File: config.mk
export PLATFORM = sky130hd
export DESIGN_NAME = register_read_stage_flat
export DESIGN_NICKNAME = d
export VERILOG_FILES = /design/src/rtl/register_read_stage_pkg.sv /design/src/rtl/register_read_stage_if.sv /design/src/rtl/regfile_2r1w.sv /design/src/rtl/register_read_stage.sv /design/src/flat_wrapper.sv
export SDC_FILE = /design/constraint.sdc
export NUM_CORES = 2
export LEC_CHECK = 0
export BUFFER_PORTS_ARGS = -buffer_cell sky130_fd_sc_hd__buf_2
export CORE_MARGIN = 5
export CORE_UTILIZATION = 52
export DETAILED_ROUTE_END_ITERATION = 8
export PLACE_DENSITY = 0.83
export SYNTH_ARGS = -nofsm -noshare
export SYNTH_HDL_FRONTEND = slang
export SYNTH_SLANG_ARGS = --single-unit
File: constraint.sdc
create_clock -name i_clk -period 29.9 [get_ports i_clk]
set_clock_uncertainty 0.2 [all_clocks]
set_input_delay 1.495 -clock i_clk [delete_from_list [all_inputs] [get_ports i_clk]]
set_output_delay 1.495 -clock i_clk [all_outputs]
set_load 0.01 [all_outputs]
File: src/rtl/register_read_stage_pkg.sv
// Shared definitions for the register-read stage.
// Contents: datapath width, register count, bubble opcode pair, the registered
// instruction record handed to execute, and the operand forwarding rule.
package register_read_stage_pkg;

  localparam int unsigned XLEN      = 32;
  localparam int unsigned REG_COUNT = 16;
  localparam int unsigned REG_AW    = $clog2(REG_COUNT);
  localparam int unsigned OP_W      = 6;
  localparam int unsigned ALTOP_W   = 8;

  // Opcode pair that execute treats as "no operation".
  localparam logic [OP_W-1:0]    BUBBLE_OP    = '0;
  localparam logic [ALTOP_W-1:0] BUBBLE_ALTOP = '0;

  typedef struct packed {
    logic [XLEN-1:0]    pc;
    logic [OP_W-1:0]    op;
    logic [ALTOP_W-1:0] altop;
    logic [REG_AW-1:0]  rd;
    logic [XLEN-1:0]    imm32;
    logic [XLEN-1:0]    rs_val;
    logic [XLEN-1:0]    rt_val;
  } rr_instr_t;

  localparam rr_instr_t BUBBLE = '{
    pc:     '0,
    op:     BUBBLE_OP,
    altop:  BUBBLE_ALTOP,
    rd:     '0,
    imm32:  '0,
    rs_val: '0,
    rt_val: '0
  };

  // Operand source, highest priority first: r0, the instruction in execute,
  // the writeback port landing this edge, then the register file.
  function automatic logic [XLEN-1:0] fwd_operand(
    input logic [REG_AW-1:0] idx,
    input logic [REG_AW-1:0] of_reg,
    input logic [XLEN-1:0]   of_val,
    input logic [REG_AW-1:0] wb_reg,
    input logic [XLEN-1:0]   wb_val,
    input logic [XLEN-1:0]   rf_val
  );
    logic [XLEN-1:0] val;
    if (idx == '0) begin
      val = '0;
    end else if (idx == of_reg) begin
      val = of_val;
    end else if (idx == wb_reg) begin
      val = wb_val;
    end else begin
      val = rf_val;
    end
    return val;
  endfunction

endpackage

File: src/rtl/register_read_stage_if.sv
// Decode-to-register-read handshake bundle.
// master: decode side, drives dec_* and observes rr_ready.
// slave:  register-read stage, consumes dec_* and drives rr_ready.
interface register_read_stage_if;
  import register_read_stage_pkg::*;

  logic                dec_valid;
  logic [XLEN-1:0]     dec_pc;
  logic [XLEN-1:0]     dec_imm32;
  logic [OP_W-1:0]     dec_op;
  logic [ALTOP_W-1:0]  dec_altop;
  logic [REG_AW-1:0]   dec_rd;
  logic [REG_AW-1:0]   dec_rs;
  logic [REG_AW-1:0]   dec_rt;
  logic                rr_ready;

  modport master (
    output dec_valid, dec_pc, dec_imm32, dec_op, dec_altop, dec_rd, dec_rs, dec_rt,
    input  rr_ready
  );

  modport slave (
    input  dec_valid, dec_pc, dec_imm32, dec_op, dec_altop, dec_rd, dec_rs, dec_rt,
    output rr_ready
  );

endinterface

File: src/rtl/regfile_2r1w.sv
// 16 x 32 register file, two asynchronous read ports, one synchronous write port.
// Register 0 always reads zero and ignores writes.
// Ports: clk, rst (async, active-high, clears all entries), raddr_a/rdata_a,
// raddr_b/rdata_b, we/waddr/wdata.
module regfile_2r1w
  import register_read_stage_pkg::*;
(
  input  logic              clk,
  input  logic              rst,
  input  logic [REG_AW-1:0] raddr_a,
  output logic [XLEN-1:0]   rdata_a,
  input  logic [REG_AW-1:0] raddr_b,
  output logic [XLEN-1:0]   rdata_b,
  input  logic              we,
  input  logic [REG_AW-1:0] waddr,
  input  logic [XLEN-1:0]   wdata
);

  logic [XLEN-1:0] mem_q [REG_COUNT];

  always_ff @(posedge clk or posedge rst) begin
    if (rst) begin
      for (int i = 0; i < REG_COUNT; i++) begin
        mem_q[i] <= '0;
      end
    end else if (we && (waddr != '0)) begin
      mem_q[waddr] <= wdata;
    end
  end

  assign rdata_a = (raddr_a == '0) ? '0 : mem_q[raddr_a];
  assign rdata_b = (raddr_b == '0) ? '0 : mem_q[raddr_b];

endmodule

File: src/rtl/register_read_stage.sv
// Register-read pipeline stage: reads rs/rt with forwarding from execute and
// writeback, and registers the decoded instruction toward execute.
// Ports: i_clk, i_reset (async, active-high); dec (decode handshake, slave);
// exec_stall/exec_flush hold/squash; exec_of_reg/val forward from execute;
// exec_rd/exec_rd_val writeback port; rr_* registered instruction and
// operands; rr_bubbles counts inserted bubbles (wraps).
module register_read_stage
  import register_read_stage_pkg::*;
(
  input  logic                  i_clk,
  input  logic                  i_reset,
  register_read_stage_if.slave  dec,
  input  logic                  exec_stall,
  input  logic                  exec_flush,
  input  logic [REG_AW-1:0]     exec_of_reg,
  input  logic [XLEN-1:0]       exec_of_val,
  input  logic [REG_AW-1:0]     exec_rd,
  input  logic [XLEN-1:0]       exec_rd_val,
  output logic [XLEN-1:0]       rr_pc,
  output logic [OP_W-1:0]       rr_op,
  output logic [ALTOP_W-1:0]    rr_altop,
  output logic [REG_AW-1:0]     rr_rd,
  output logic [XLEN-1:0]       rr_rs_val,
  output logic [XLEN-1:0]       rr_rt_val,
  output logic [XLEN-1:0]       rr_imm32,
  output logic [XLEN-1:0]       rr_bubbles
);

  logic [XLEN-1:0] rf_rs, rf_rt;
  logic [XLEN-1:0] rs_fwd, rt_fwd;
  rr_instr_t       rr_d, rr_q;
  logic [XLEN-1:0] bubbles_d, bubbles_q;

  // Writeback lands every edge with a nonzero target, independent of stall/flush.
  regfile_2r1w u_regfile (
    .clk     (i_clk),
    .rst     (i_reset),
    .raddr_a (dec.dec_rs),
    .rdata_a (rf_rs),
    .raddr_b (dec.dec_rt),
    .rdata_b (rf_rt),
    .we      (exec_rd != '0),
    .waddr   (exec_rd),
    .wdata   (exec_rd_val)
  );

  assign rs_fwd = fwd_operand(dec.dec_rs, exec_of_reg, exec_of_val, exec_rd, exec_rd_val, rf_rs);
  assign rt_fwd = fwd_operand(dec.dec_rt, exec_of_reg, exec_of_val, exec_rd, exec_rd_val, rf_rt);

  // Only stall gates decode, so there is no path from dec_valid back to rr_ready.
  assign dec.rr_ready = !exec_stall;

  always_comb begin
    rr_d      = rr_q;
    bubbles_d = bubbles_q;
    if (!exec_stall) begin
      if (exec_flush || !dec.dec_valid) begin
        rr_d      = BUBBLE;
        bubbles_d = bubbles_q + 32'd1;
      end else begin
        rr_d.pc     = dec.dec_pc;
        rr_d.op     = dec.dec_op;
        rr_d.altop  = dec.dec_altop;
        rr_d.rd     = dec.dec_rd;
        rr_d.imm32  = dec.dec_imm32;
        rr_d.rs_val = rs_fwd;
        rr_d.rt_val = rt_fwd;
      end
    end
  end

  always_ff @(posedge i_clk or posedge i_reset) begin
    if (i_reset) begin
      rr_q      <= BUBBLE;
      bubbles_q <= '0;
    end else begin
      rr_q      <= rr_d;
      bubbles_q <= bubbles_d;
    end
  end

  assign rr_pc      = rr_q.pc;
  assign rr_op      = rr_q.op;
  assign rr_altop   = rr_q.altop;
  assign rr_rd      = rr_q.rd;
  assign rr_rs_val  = rr_q.rs_val;
  assign rr_rt_val  = rr_q.rt_val;
  assign rr_imm32   = rr_q.imm32;
  assign rr_bubbles = bubbles_q;

endmodule

File: src/flat_wrapper.sv
// flat-port wrapper written by rule: the top's interface ports become plain ports
module register_read_stage_flat import register_read_stage_pkg::*;
  (i_clk, i_reset, exec_stall, exec_flush, exec_of_reg, exec_of_val, exec_rd, exec_rd_val, rr_pc, rr_op, rr_altop, rr_rd, rr_rs_val, rr_rt_val, rr_imm32, rr_bubbles, dec_dec_valid, dec_dec_pc, dec_dec_imm32, dec_dec_op, dec_dec_altop, dec_dec_rd, dec_dec_rs, dec_dec_rt, dec_rr_ready);
  register_read_stage_if dec_i ();
  input  logic i_clk;
  input  logic i_reset;
  input  logic exec_stall;
  input  logic exec_flush;
  input  logic [REG_AW-1:0] exec_of_reg;
  input  logic [XLEN-1:0] exec_of_val;
  input  logic [REG_AW-1:0] exec_rd;
  input  logic [XLEN-1:0] exec_rd_val;
  output logic [XLEN-1:0] rr_pc;
  output logic [OP_W-1:0] rr_op;
  output logic [ALTOP_W-1:0] rr_altop;
  output logic [REG_AW-1:0] rr_rd;
  output logic [XLEN-1:0] rr_rs_val;
  output logic [XLEN-1:0] rr_rt_val;
  output logic [XLEN-1:0] rr_imm32;
  output logic [XLEN-1:0] rr_bubbles;
  input wire logic [$bits(dec_i.dec_valid)-1:0] dec_dec_valid;
  input wire logic [$bits(dec_i.dec_pc)-1:0] dec_dec_pc;
  input wire logic [$bits(dec_i.dec_imm32)-1:0] dec_dec_imm32;
  input wire logic [$bits(dec_i.dec_op)-1:0] dec_dec_op;
  input wire logic [$bits(dec_i.dec_altop)-1:0] dec_dec_altop;
  input wire logic [$bits(dec_i.dec_rd)-1:0] dec_dec_rd;
  input wire logic [$bits(dec_i.dec_rs)-1:0] dec_dec_rs;
  input wire logic [$bits(dec_i.dec_rt)-1:0] dec_dec_rt;
  output wire logic [$bits(dec_i.rr_ready)-1:0] dec_rr_ready;
  assign dec_i.dec_valid = dec_dec_valid;
  assign dec_i.dec_pc = dec_dec_pc;
  assign dec_i.dec_imm32 = dec_dec_imm32;
  assign dec_i.dec_op = dec_dec_op;
  assign dec_i.dec_altop = dec_dec_altop;
  assign dec_i.dec_rd = dec_dec_rd;
  assign dec_i.dec_rs = dec_dec_rs;
  assign dec_i.dec_rt = dec_dec_rt;
  assign dec_rr_ready = dec_i.rr_ready;
  register_read_stage u_core (.i_clk(i_clk), .i_reset(i_reset), .dec(dec_i), .exec_stall(exec_stall), .exec_flush(exec_flush), .exec_of_reg(exec_of_reg), .exec_of_val(exec_of_val), .exec_rd(exec_rd), .exec_rd_val(exec_rd_val), .rr_pc(rr_pc), .rr_op(rr_op), .rr_altop(rr_altop), .rr_rd(rr_rd), .rr_rs_val(rr_rs_val), .rr_rt_val(rr_rt_val), .rr_imm32(rr_imm32), .rr_bubbles(rr_bubbles));
endmodule
After elaboration in Yosys (flattened, before gate mapping)
Index checks and enable logic that the tools add are counted.
{ "op_classes": {"addsub": 1, "n_lt_le_gt_ge": 4, "n_eq_ne": 4, "n_mux": 16, "bitwise": 4, "n_reduce_logical": 8} }
{ "ops": {"columns": ["operator", "n"], "rows": [
  ["$bwmux W512", 1],
  ["$mux W32", 11],
  ["$bmux W32 S4", 2],
  ["$mux W146", 1],
  ["$demux W32 S4", 1],
  ["$add A32 B1 Y32 const B", 1],
  ["$eq A4 B4 Y1", 4],
  ["$ge A5 B5 Y1 const B", 3],
  ["$not A4 Y5", 3],
  ["$logic_not A4 Y1", 2],
  ["$lt A5 B1 Y1 const B", 1],
  ["$reduce_bool A4 Y1", 1],
  ["$logic_not A1 Y1", 2],
  ["$reduce_and A2 Y1", 1],
  ["$logic_and A1 B1 Y1", 1],
  ["$logic_or A1 B1 Y1", 1],
  ["$not A1 Y1", 1]
]} }
{ "word_totals": {"ff_bits": 690, "elab_cells": 61} }

Longest topological paths before layout
{ "logic_depth": {"ltp_word": 8, "ltp_mapped": 8, "ltp_nobuf": 6} }

By module
Synthesis repeated with hierarchy kept, for this count alone.
{ "unflattened": {"cells_unflattened": 2416, "hier_area_um2": 34062.7} }
{ "modules_own_cells": {"columns": ["module", "n_inst", "cells_per_inst", "area_each_um2", "seq_area_each_um2"], "rows": [
  ["regfile_2r1w", 1, 1758, 25926.1, 12061.6],
  ["register_read_stage", 1, 658, 8136.6, 4454.3]
]} }

Worst setup path before layout
No wires, ideal clock.
{ "synth_path": {"path_kind": "input port to output port", "startpoint": "input exec_stall", "endpoint": "output dec_rr_ready", "arrival_time_ns": 2.441, "t_required_ns": 28.205, "path_slack_ns": 25.764, "cell_stages": 4, "n_path_buf": 3, "path_cell_list": "clkbuf_1 clkbuf_1 clkbuf_1 inv_1"} }
{ "synth_between": {"elab_chain_len": 1} }
{ "synth_rtl": {"columns": ["element", "line_no", "source"], "rows": [
  ["start, declared", "flat_wrapper.sv:7", "input logic exec_stall;"],
  ["$logic_not A1 Y1", "register_read_stage.sv:51", "assign dec.rr_ready = !exec_stall;"],
  ["end, declared", "flat_wrapper.sv:29", "output wire logic [$bits(dec_i.rr_ready)-1:0] dec_rr_ready;"]
]} }
No other way between the ends.

Final worst setup path
{ "layout_path": {"startpoint": "input dec_dec_rt[3]", "endpoint": "register u_core.rr_q (netlist bit u_core.rr_rt_val[26])"} }
{ "layout_between": {"elab_chain_len": 8, "word_cells_on_any_way": 11} }
{ "layout_rtl": {"columns": ["element", "line_no", "source"], "rows": [
  ["start, declared", "flat_wrapper.sv:28", "input wire logic [$bits(dec_i.dec_rt)-1:0] dec_dec_rt;"],
  ["$not A4 Y5 (implied by the code)", "regfile_2r1w.sv:32", "assign rdata_b = (raddr_b == '0) ? '0 : mem_q[raddr_b];"],
  ["$bmux W32 S4", "regfile_2r1w.sv:32", null],
  ["$mux W32 (implied by the code) (2 in series)", "regfile_2r1w.sv:32", null],
  ["$mux W32", "register_read_stage_pkg.sv:51", "end else if (idx == wb_reg) begin"],
  ["$mux W32", "register_read_stage_pkg.sv:49", "end else if (idx == of_reg) begin"],
  ["$mux W32 *", "register_read_stage_pkg.sv:47", "if (idx == '0) begin"],
  ["$mux W146 *", "register_read_stage.sv:57", "if (exec_flush || !dec.dec_valid) begin"],
  ["end signal, assigned", "register_read_stage.sv:77", "rr_q <= rr_d;"],
  ["end, declared", "register_read_stage.sv:31", "rr_instr_t rr_d, rr_q;"]
]} }
Every way passes the cells marked *; elsewhere a longest branch is shown, timed or not. The select of a mux whose other input is x is not followed.
A chain may end at the register's enable or synchronous reset.

==> summary.txt <==
STA
  • Hold Fails Final Rpt: 0
  • Slew HR: just under 8%
  • Period utilization: 15.0%
  • Max Slew Vio Count: 0
  • Achievable Freq: ~220 MHz
  • Setup TNS: 0 ns
  • Least-Margin Pin Slew: about 1.4 ns
  • Final min period: roughly 4.5 ns
  • Unrepaired setup endpoints after global routing: no
  • Final setup vio count: 0

Synth
  • Number of synthesized flops with an enable pin: 0
  • Ys Warns: 0
  • Syn avg cell area: 13.8 um2
  • Yosys cell types: between 50 and 60
  • FFs w/ async S/R, synth: 100%
  • Mapped Cells: 2401
  • Register area share after synthesis: roughly half
  • Synth Register Bits: ~660
  • Netlist Area Pre-Place: 33100 um2
  • Synth Flop Type: dfrtp_1
  • Post-Syn Nets: ~2600

Final layout
  • Post-route cell area: 37600 um2
  • Most frequent cells in the layout: 658 x dfrtp_1, 524 x mux2_2, 338 x buf_2, 159 x mux4_2, 112 x a22o_1
  • Core Util, Final: roughly three fifths
  • Syn-to-layout area delta: 13.5%
  • Commonest non-fill, non-tap cell in the layout: dfrtp_1
  • Share of cells above drive strength 1: 45.7%
  • Nets: approximately 2800

Route
  • Vias per Instance: 6.90
  • Post-Route WL: about 110000 um
  • Avg WL per Cell: 29.9 um
  • First-pass detailed-route iteration total: 6
  • Vias after detailed routing: 24400
  • Residual DRC count: 0
  • Post-route ant nets: 0
  • Initial drt markers: between 3000 and 4000

CTS
  • Total CTS buffers: 68
  • # hold bufs at CTS: 0
  • Clk slew on worst S/H paths: about 0.06 ns
  • CTS tree: yes
  • Sink Count: 658
  • Post-CTS Setup Inserts: 0
  • H-tree Lvls: 3
  • Root buffer cell: clkbuf_16
  • Bufs on Longest Clock Path: 3
  • CTS resizes: 0
  • Clk Latency, worst-skew pair: just over 0.6 ns

Global route
  • Gr busiest metal: met2
  • Total gr overflow: 0
  • Grt met2 use: a little under half
  • GR Util met3: 9.09%
  • M1 GR Usage: 34.8%
  • Gr usage total: a little under 30%
  • First-pass GRT wire length: 159000 um
  • Vias in the first global route: 25600
  • Largest net degree at the start of global routing: 197
  • Initial antenna violation count: 15

Worst setup path
  • Setup crit end kind: register
  • Slowest-stage cell, CP: nor2b_2
  • Most used cell, CP: buf_4
  • Critical path data arrival time: between 4 and 5 ns
  • Cell Chain, Critical Path: buf_4, buf_4, nor2b_2, buf_4, a221oi_1, a221oi_1, o21ai_0
  • CP required: 30.17 ns
  • Worst Setup Path Type: in -> reg
  • Startpoint type of the worst setup path: input pin
  • Top delay family on crit path: buffers and inverters
  • Worst stage delay on the critical path: 1.01 ns
  • Crit-path max FO: 34
  • WP buf/inv: 3

Placement
  • Gp weighted congestion: 0.962
  • Placed inst area: 35200 um2
  • IO Port Bufs: 345
  • DP HPWL: 64600 um

Worst hold path
  • Worst hold path type: reg -> reg

Pwr
  • Leakage: 16.2 nW
  • Cell Pwr Density: 69.1 nW/um2
  • VDD IR max: 0.0379 mV
  • Final Total Pwr: 2.60 mW

Die
  • Height of the die: 262 um
  • I/O pin count: 346
  • Die X: 262 um
  • Initial Utilization: 52.4%
  • Die area: approximately 69000 um2
  • Area of the core: around 63000 um2
  • Std cell rows: 92

Flow run
  • Max-Cap Viols: 0

Run status
  • Outcome: finished clean
## flip-flops by register name (all words and copies together) (netlist names)
register                flops
u_core.rr_rt_val           32
u_core.rr_rs_val           32
u_core.u_regfile.mem_q    480
u_core.rr_imm32            32
u_core.rr_rd                4
u_core.rr_bubbles          32
u_core.rr_pc               32
u_core.rr_op                6
u_core.rr_altop             8
## worst reg2reg max path: cells and delay by family (launching register included)
kind	cells	cell delay, ns
fa+ha+maj	1	0.20
simple gates	4	1.23
xor+xnor	1	0.16
flops	1	0.43
## path summary, 6_finish.rpt
check | from | endpoint | slack, ns | cells after the start
max in group asynchronous | i_reset | u_core.u_regfile.mem_q[334]$_DFFE_PP0P_ | 26.09 | 4
min | u_core.rr_bubbles[25]$_DFFE_PP0P_ | u_core.rr_bubbles[25]$_DFFE_PP0P_ | 0.28 | 1
max | dec_dec_rt[3] | u_core.rr_rt_val[26]$_DFFE_PP0N_ | 25.43 | 7
max reg2reg | u_core.rr_bubbles[0]$_DFFE_PP0P_ | u_core.rr_bubbles[14]$_DFFE_PP0P_ | 27.58 | 6
min reg2reg | u_core.rr_bubbles[25]$_DFFE_PP0P_ | u_core.rr_bubbles[25]$_DFFE_PP0P_ | 0.28 | 1
min in group asynchronous | i_reset | u_core.rr_bubbles[29]$_DFFE_PP0P_ | 0.85 | 2
## where the power goes
part | switching [mW] | internal (mW) | total (mW)
logic | 0.233 | 0.289 | 0.522
clock network | 0.354 | 0.530 | 0.884
registers | 0.136 | 1.05 | 1.19
## stage by stage
stage,setup WS (ns),hold WS (ns),instances
floorplan,9.77,0.276,2401
global placement,24.93,0.262,3406
detailed placement,24.86,0.274,3406
CTS,25.51,0.286,3524
global route,25.33,0.317,3527
finish,25.43,0.284,3530
## area by class of cell
type | count | area (um2)
Sequential cell | 658 | 16500
Fill cell | 4692 | 25500
Inverter | 3 | 18.8
Clock buffer | 101 | 2030
Antenna cell | 6 | 15.0
Tap cell | 846 | 1060
Multi-Input combinational cell | 1502 | 15500
Clock inverter | 17 | 277
Timing Repair Buffer | 397 | 2150
## metal layers
layer / wire length [um] / part of all wire (%)
met5: 101 / 0.096
met4: 8080 / 7.6
met3: 11400 / 11
met2: 49700 / 47
met1: 36400 / 34
## cell usage after synthesis, types with 50 or more instances
cell        n  share of area, %
mux2i_1    90               2.7
a221oi_1   75               2.0
nor2_1     57              0.65
a22o_1    112               3.0
a211oi_1   54               1.2
dfrtp_1   658                50
mux2_2    524                18
clkbuf_1  111               1.3
nand2_1    60              0.68
o21ai_0    50              0.76
mux4_2    159                11
buf_2      95               1.4
## cell families (layout without fill, tap and decap cells)
kind of cell / count (synthesis) / in the layout / share of synthesized area [%]
multiplexers: 779 / 779 / 31.6
AND/OR/NAND/NOR: 234 / 234 / 3.72
other: 0 / 6 / 0
AO/OA/AOI/OAI: 441 / 441 / 10.2
flip-flops: 658 / 658 / 49.8
buffers and inverters: 241 / 518 / 3.49
adder cells (fa/ha/maj): 1 / 1 / 0.0378
XOR/XNOR: 47 / 47 / 1.24
No activity file was read; power rests on OpenSTA's default activity.
